<file path="src/rtl/stmm_out_packer.sv">
// ---------------------------------------------------------------------------
// stmm_out_packer
//
// Output-side companion to the STMM vector-vector MAC unit. Takes one signed
// DQ-bit dot-product result per beat and requantizes it:
//   P = C_in * mult
//   R = round-half-up(P / 2^shift)
//   S = R + z_C
//   clamp S to Q bits
// N consecutive results are packed into one N*Q-bit vector, with element k at
// O_out[Q*k +: Q]. The vector is then handed downstream on a valid/ready
// handshake.
//
// Pipeline: the product is registered one cycle after accept. The rounded,
// offset and saturated element is written into its output slot two cycles
// after accept. o_valid rises on the same edge that writes slot N-1.
//
// Build option:
//   STMM_PACK_RELU_EN - when defined, the saturation lower bound becomes
//                       max(z_C, -2^(Q-1)), which fuses a quantized ReLU.
//
// Ports:
//   clk      system clock; all logic on the rising edge
//   rst_n    asynchronous active-low reset
//   C_in     signed DQ-bit accumulator result
//   c_valid  C_in is valid this cycle
//   c_ready  block can accept C_in this cycle
//   mult     unsigned MW-bit requant scale
//   shift    SW-bit requant right-shift amount
//   z_C      signed Q-bit output zero point
//   O_out    packed N*Q-bit output vector
//   o_valid  O_out holds a complete vector
//   o_ready  downstream accepts O_out
// ---------------------------------------------------------------------------
module stmm_out_packer #(
    parameter int unsigned N  = 44,
    parameter int unsigned Q  = 8,
    parameter int unsigned DQ = 18,
    parameter int unsigned MW = 16,
    parameter int unsigned SW = 5
) (
    input  logic                 clk,
    input  logic                 rst_n,
    input  logic signed [DQ-1:0] C_in,
    input  logic                 c_valid,
    output logic                 c_ready,
    input  logic [MW-1:0]        mult,
    input  logic [SW-1:0]        shift,
    input  logic signed [Q-1:0]  z_C,
    output logic [N*Q-1:0]       O_out,
    output logic                 o_valid,
    input  logic                 o_ready
);

    // Counters must be able to hold N itself (acc_cnt == N means "all accepted").
    localparam int unsigned CW  = $clog2(N + 1);
    // The product of a signed DQ-bit value and a zero-extended MW-bit value.
    localparam int unsigned PW  = DQ + MW + 1;
    // One extra bit so that adding the rounding bias can never wrap.
    localparam int unsigned RW  = PW + 1;
    // One further bit for the zero-point addition.
    localparam int unsigned SSW = RW + 1;

    localparam logic signed [SSW-1:0] SatHi = SSW'(2 ** (Q - 1) - 1);
    // -2^(Q-1) is the bitwise complement of 2^(Q-1)-1.
    localparam logic signed [SSW-1:0] SatLo = ~SatHi;

    typedef enum logic [0:0] {
        StFill,
        StFull
    } state_e;

    // -----------------------------------------------------------------------
    // State
    // -----------------------------------------------------------------------
    state_e                state_q, state_d;
    logic [CW-1:0]         acc_cnt_q, acc_cnt_d;
    logic [CW-1:0]         wr_cnt_q, wr_cnt_d;
    logic                  s1_valid_q, s1_valid_d;
    logic signed [PW-1:0]  p_q, p_d;
    logic [N*Q-1:0]        o_out_q, o_out_d;
    logic                  o_valid_q, o_valid_d;

    // -----------------------------------------------------------------------
    // Stage-2 datapath: round, add zero point, saturate
    // -----------------------------------------------------------------------
    logic signed [RW-1:0]  p_ext;
    logic signed [RW-1:0]  bias;
    logic signed [RW-1:0]  r_val;
    logic signed [SSW-1:0] z_ext;
    logic signed [SSW-1:0] s_val;
    logic signed [SSW-1:0] sat_lo;
    logic [Q-1:0]          res;

    always_comb begin
        p_ext = $signed({p_q[PW-1], p_q});

        // With shift == 0 the bias is zero and the shift is a no-op, so R = P.
        bias = '0;
        if (shift != '0) begin
            bias = $signed(RW'(1)) << (shift - SW'(1));
        end
        r_val = (p_ext + bias) >>> shift;

        z_ext = $signed({{(SSW - Q){z_C[Q-1]}}, z_C});
        s_val = $signed({r_val[RW-1], r_val}) + z_ext;

`ifdef STMM_PACK_RELU_EN
        sat_lo = (z_ext > SatLo) ? z_ext : SatLo;
`else
        sat_lo = SatLo;
`endif

        if (s_val > SatHi) begin
            res = SatHi[Q-1:0];
        end else if (s_val < sat_lo) begin
            res = sat_lo[Q-1:0];
        end else begin
            res = s_val[Q-1:0];
        end
    end

    // -----------------------------------------------------------------------
    // Next-state logic and handshake outputs
    // -----------------------------------------------------------------------
    logic accept;
    logic last_write;

    always_comb begin
        state_d    = state_q;
        acc_cnt_d  = acc_cnt_q;
        wr_cnt_d   = wr_cnt_q;
        s1_valid_d = 1'b0;
        p_d        = p_q;
        o_out_d    = o_out_q;
        o_valid_d  = o_valid_q;

        c_ready    = (state_q == StFill) && (acc_cnt_q < CW'(N));
        accept     = c_valid && c_ready;
        last_write = s1_valid_q && (wr_cnt_q == CW'(N - 1));

        // Stage 1: accept a beat and register its product.
        if (accept) begin
            acc_cnt_d  = acc_cnt_q + CW'(1);
            s1_valid_d = 1'b1;
            p_d        = $signed({{(PW - DQ){C_in[DQ-1]}}, C_in})
                       * $signed({{(PW - MW){1'b0}}, mult});
        end

        // Stage 2: write the requantized element into its slot.
        if (s1_valid_q) begin
            for (int unsigned k = 0; k < N; k++) begin
                if (wr_cnt_q == CW'(k)) begin
                    o_out_d[Q*k +: Q] = res;
                end
            end
            wr_cnt_d = wr_cnt_q + CW'(1);
        end

        if (last_write) begin
            state_d   = StFull;
            o_valid_d = 1'b1;
        end

        // In FULL nothing is accepted and the pipeline is empty, so the
        // handshake can safely rewind both counters.
        if ((state_q == StFull) && o_ready) begin
            state_d   = StFill;
            o_valid_d = 1'b0;
            acc_cnt_d = '0;
            wr_cnt_d  = '0;
        end
    end

    // -----------------------------------------------------------------------
    // State registers
    // -----------------------------------------------------------------------
    always_ff @(posedge clk or negedge rst_n) begin
        if (!rst_n) begin
            state_q    <= StFill;
            acc_cnt_q  <= '0;
            wr_cnt_q   <= '0;
            s1_valid_q <= 1'b0;
            p_q        <= '0;
            o_out_q    <= '0;
            o_valid_q  <= 1'b0;
        end else begin
            state_q    <= state_d;
            acc_cnt_q  <= acc_cnt_d;
            wr_cnt_q   <= wr_cnt_d;
            s1_valid_q <= s1_valid_d;
            p_q        <= p_d;
            o_out_q    <= o_out_d;
            o_valid_q  <= o_valid_d;
        end
    end

    assign O_out   = o_out_q;
    assign o_valid = o_valid_q;

endmodule

</file>
<file path="config.mk">
export PLATFORM = sky130hd
export DESIGN_NAME = stmm_out_packer
export DESIGN_NICKNAME = d
export VERILOG_FILES = /design/src/rtl/stmm_out_packer.sv
export SDC_FILE = /design/constraint.sdc
export NUM_CORES = 2
export LEC_CHECK = 0
export ABC_AREA = 1
export CAP_MARGIN = 20
export CELL_PAD_IN_SITES_DETAIL_PLACEMENT = 0
export CELL_PAD_IN_SITES_GLOBAL_PLACEMENT = 1
export CORE_UTILIZATION = 35
export CTS_CLUSTER_SIZE = 12
export DETAILED_ROUTE_END_ITERATION = 6
export GPL_TIMING_DRIVEN = 0
export PLACE_DENSITY_LB_ADDON = 0.1
export SETUP_SLACK_MARGIN = 0.5
export SLEW_MARGIN = 20
export SYNTH_ARGS = -nofsm -noshare
export SYNTH_HDL_FRONTEND = slang
export SYNTH_SLANG_ARGS = --single-unit
</file>
<file path="constraint.sdc">
create_clock -name clk -period 10.5 [get_ports clk]
set_input_delay 1.05 -clock clk [delete_from_list [all_inputs] [get_ports clk]]
set_output_delay 1.05 -clock clk [all_outputs]
set_load 0.005 [all_outputs]
</file>
==> results by stage <==
Critical path:
- The capture instance of the worst register-to-register path is O_out[88]$_DFFE_PN0P_.
- The delay of the slowest critical-path stage is around 0.56 ns.
- The count of cells along the worst register-to-register path is 39.
- The critical path depth in cells is 43.
- The number of buffers and inverters on the critical path is 4.
- For the worst setup path, the data required time is 10.98 ns.
- Among the stages of the critical path, the cell type that occurs most often is nand2_1.
- STA classifies the critical path endpoint as a flip-flop.
- Among all stages on the critical path, the largest delay is contributed by clkdlybuf4s50_1.
- The category of the worst setup path launch point is an input pin.
- In this run the worst path has a maximum fanout of 10.
- The path type of the worst setup path is input pin to flip-flop.
- The launch instance of the worst register-to-register path is p_q[0]$_DFFE_PN0P_.
- For flop-to-flop paths, the worst setup slack is 4.12 ns.
- The launching instance or port of the critical path is shift[1].
- The worst setup path endpoint is O_out[88]$_DFFE_PN0P_.
- The family with the most delay on the worst path is simple AND/OR/NAND/NOR gates.
- Data arrives at the worst endpoint at 8.83 ns.

Route:
- After detailed routing, the number of remaining DRC violations is 0.
- In this run the remaining antenna-violating nets after routing total 0.
- The violation count after the first detailed-routing iteration is 2,346.
- The total vias in the final route is between 30,000 and 40,000.
- Before antenna repair, the detailed router went through 7 iterations.
- For this block, the routed nets add up to about 130,000 um of wire.
- The routed wirelength normalized by instance count is slightly below 20 um.
- Using the TritonRoute via totals, the vias-per-cell ratio works out to around 4.8.

STA:
- The headroom to the max-slew limit is 37.6%.
- The final-layout setup total negative slack is 0 ns.
- The number of max-slew violations in the final report came to 0.
- Setup repair after global routing left no endpoint under its margin.
- Derived from the worst setup path, the maximum achievable clock frequency is 0.120 GHz.
- At the pin with the least slew margin, the transition time is 0.933 ns.
- After layout, the minimum clock period comes to approximately 8.3 ns.
- The final hold violation count is 0.
- After layout, the worst path uses 79.5% of the clock period.
- The number of endpoints failing setup at the final stage is 0.
- Setup slack closes at 2.16 ns.
- The worst clock skew is 0.0269 ns.

Floorplanning:
- Once the floorplan was initialized, standard cells occupied 35.5% of the core.
- The die height is 316 um.
- Pin placement for this block handled 405 I/O pins.
- The core outline area is 97,300 um2.
- The number of placement rows is 114.
- The total die area is 100,000 um2.
- The floorplan step set the die width to 316 um.

Finish:
- The most common cell after layout, fill and taps aside is nand2_1.
- The count of nets after finishing is a little under 6,000.
- After routing the design area is 41,600 um2.
- The final-layout fill cell count is slightly above 10,000.
- The library cells used most frequently in the layout, excluding fill and tap cells, are nand2_1, inv_1, dfrtp_1.
- The footprint of the flip-flops and latches is around 10,000 um2.
- The area growth from synthesis to final layout is 20.3%.
- In the final layout, the share of cells above drive strength 1 is 2.63%.
- The multi-input combinational cell area is just over 20,000 um2.

Global route:
- The total congestion overflow is 0.
- The largest net degree at the start of global routing is 96.
- The number of antenna violations at the first check in global routing is 2.
- The number of global-route vias before repair is 31,400.
- The combined global-route utilization of all metal layers is 25.6%.
- The first global-routing pass estimated 194,000 um of wire.

Clocking:
- The total number of clock tree sinks is about 400.
- The worst-skew pair later-pin latency is slightly above 0.6 ns.
- The total number of H-tree levels is 2.
- The cell sitting at the root of the clock tree is a clkbuf_16.
- The number of gates resized after CTS is 0.
- Counting along the longest clock path gives a buffer depth of 3.
- The number of hold buffers added after CTS is 0.
- Clock-pin slew was measured on the worst setup and hold paths at roughly 0.060 ns.
- Post-CTS timing repair inserted 0 buffers for setup.
- The number of CTS-inserted buffers is 49.
- The TritonCTS clock tree is built.

Yosys:
- Among all flip-flop cells after synthesis, the most frequent one is dfrtp_1.
- After synthesis, flip-flops and latches occupy about 29% of the total area.
- The number of warnings issued by yosys is 0.
- The mapped cell area is 34,600 um2.
- The number of nets in the synthesized netlist is 5,368.
- The post-synthesis cell type count is 40.
- The synthesized design contains 0 enable-type register cells.
- The number of register bits inferred by synthesis is roughly 400.
- Dividing the synthesized area by the synthesized cell count gives ~7.1 um2.
- After technology mapping, the gate count stands at 4,859.
- The async set or reset register ratio after synthesis is 100%.

Placed design:
- The worst setup timing slack at the placement stage is around 1.6 ns.
- In this run the tool buffered the top-level ports with 368 buffer cells.
- The final estimated routing congestion in global placement is 0.911.
- Detailed placement finished with a half-perimeter wire length of 103,000 um.
- After detailed placement, the total cell area comes to 40,000 um2.

Power and ir drop:
- The share of power burned in registers is between 10% and 20%.
- The leakage power figure is 21.9 nW.
- The power share of the clock group is 11.3%.
- The power per unit of standard cell area is 369 nW/um2.
- The share of total power dissipated in combinational logic is 72.4%.
- The internal power of the cells totals roughly 7.5 mW.
- The switching fraction of total power is 51.2%.
- The power dissipated by switching net loads is slightly below 8 mW.
- The worst-case vdd ir drop is 0.293 mV.

Run:
- The number of max-capacitance violations reported is 0.

Hold path:
- The worst hold path belongs to the class input pin to async pin.

Run status:
- The run finished with clean final reports.
flip-flops by register name, indices dropped and copies added, names as in the netlist:
signal      flops
p_q            35
acc_cnt_q       6
s1_valid_q      1
wr_cnt_q        6
O_out         352
o_valid         1
kinds of logic (layout without fill, tap and decap cells):
family          count (synthesis)  in the layout  share of synthesized area (%)
xor+xnor                       49             49                           1.24
compound gates                293            293                           4.60
flops                         401            401                           29.0
buf+inv                       951           1411                           10.9
simple gates                 2706           2706                           31.2
other cells                     1              2                         0.0108
fa+ha+maj                     458            458                           23.0
power by group through the flow:
stage / combinational [mW] / sequential, mW / clock (mW)
finish: 11.1 / 2.50 / 1.74
global route: 12.6 / 2.57 / 1.83
floorplan: 7.21 / 2.49 / 0
CTS: 11.2 / 2.50 / 1.78
global placement: 11.1 / 2.53 / 0
detailed placement: 11.2 / 2.51 / 0
routing by layer:
layer	global-route usage [%]	vias to the layer above	share of wire, %
met5	0	-	0.020
met4	6.89	4	2.8
met3	4.51	143	5.9
met2	41.3	778	45
met1	35.4	15100	46
li1	-	15500	-
cell usage after synthesis, types with 20 or more instances:
cell	count	area (um2)
ha_1	163	2040
nand2_1	2028	7610
fa_1	295	5910
inv_1	754	2830
nor2_1	275	1030
buf_1	25	93.8
nand3_1	320	1600
clkinv_1	45	169
dfrtp_1	401	10000
a21oi_1	119	596
nand4_1	23	144
clkbuf_1	95	357
nor3_1	20	100
o21ai_0	124	621
buf_6	28	315
xor2_1	32	280
metrics by stage:
stage | instances | utilization (%) | hold WS, ns | total power [mW]
6_report | 6596 | 42.8 | 0.409 | 15.4
5_1_grt | 6595 | 42.8 | 0.430 | 17.0
4_1_cts | 6595 | 42.8 | 0.404 | 15.5
3_5_place_dp | 6507 | 41.1 | 0.464 | 13.7
3_3_place_gp | 6503 | 41.0 | 0.461 | 13.6
2_1_floorplan | 4859 | - | 0.455 | 9.70
cell type report:
class	instances	area share [%]
Antenna cell	1	0.00601
Buffer	148	1.84
Clock buffer	67	3.30
Clock inverter	21	0.622
Inverter	803	7.24
Multi-Input combinational cell	3507	49.9
Sequential cell	401	24.1
Tap cell	1276	3.84
Timing Repair Buffer	372	9.12
worst min-delay path by stage:
| stage | from | end | slack, ns |
|---|---|---|---|
| after floorplan | p_q[2]$_DFFE_PN0P_ | p_q[2]$_DFFE_PN0P_ | 0.46 |
| after CTS | rst_n | p_q[8]$_DFFE_PN0P_ | 0.40 |
| after detailed placement | O_out[256]$_DFFE_PN0P_ | O_out[256]$_DFFE_PN0P_ | 0.46 |
| after global placement | O_out[113]$_DFFE_PN0P_ | O_out[113]$_DFFE_PN0P_ | 0.46 |
| after global routing | rst_n | p_q[8]$_DFFE_PN0P_ | 0.43 |
| final | rst_n | p_q[8]$_DFFE_PN0P_ | 0.41 |
Power figures use the tool's default switching activity.
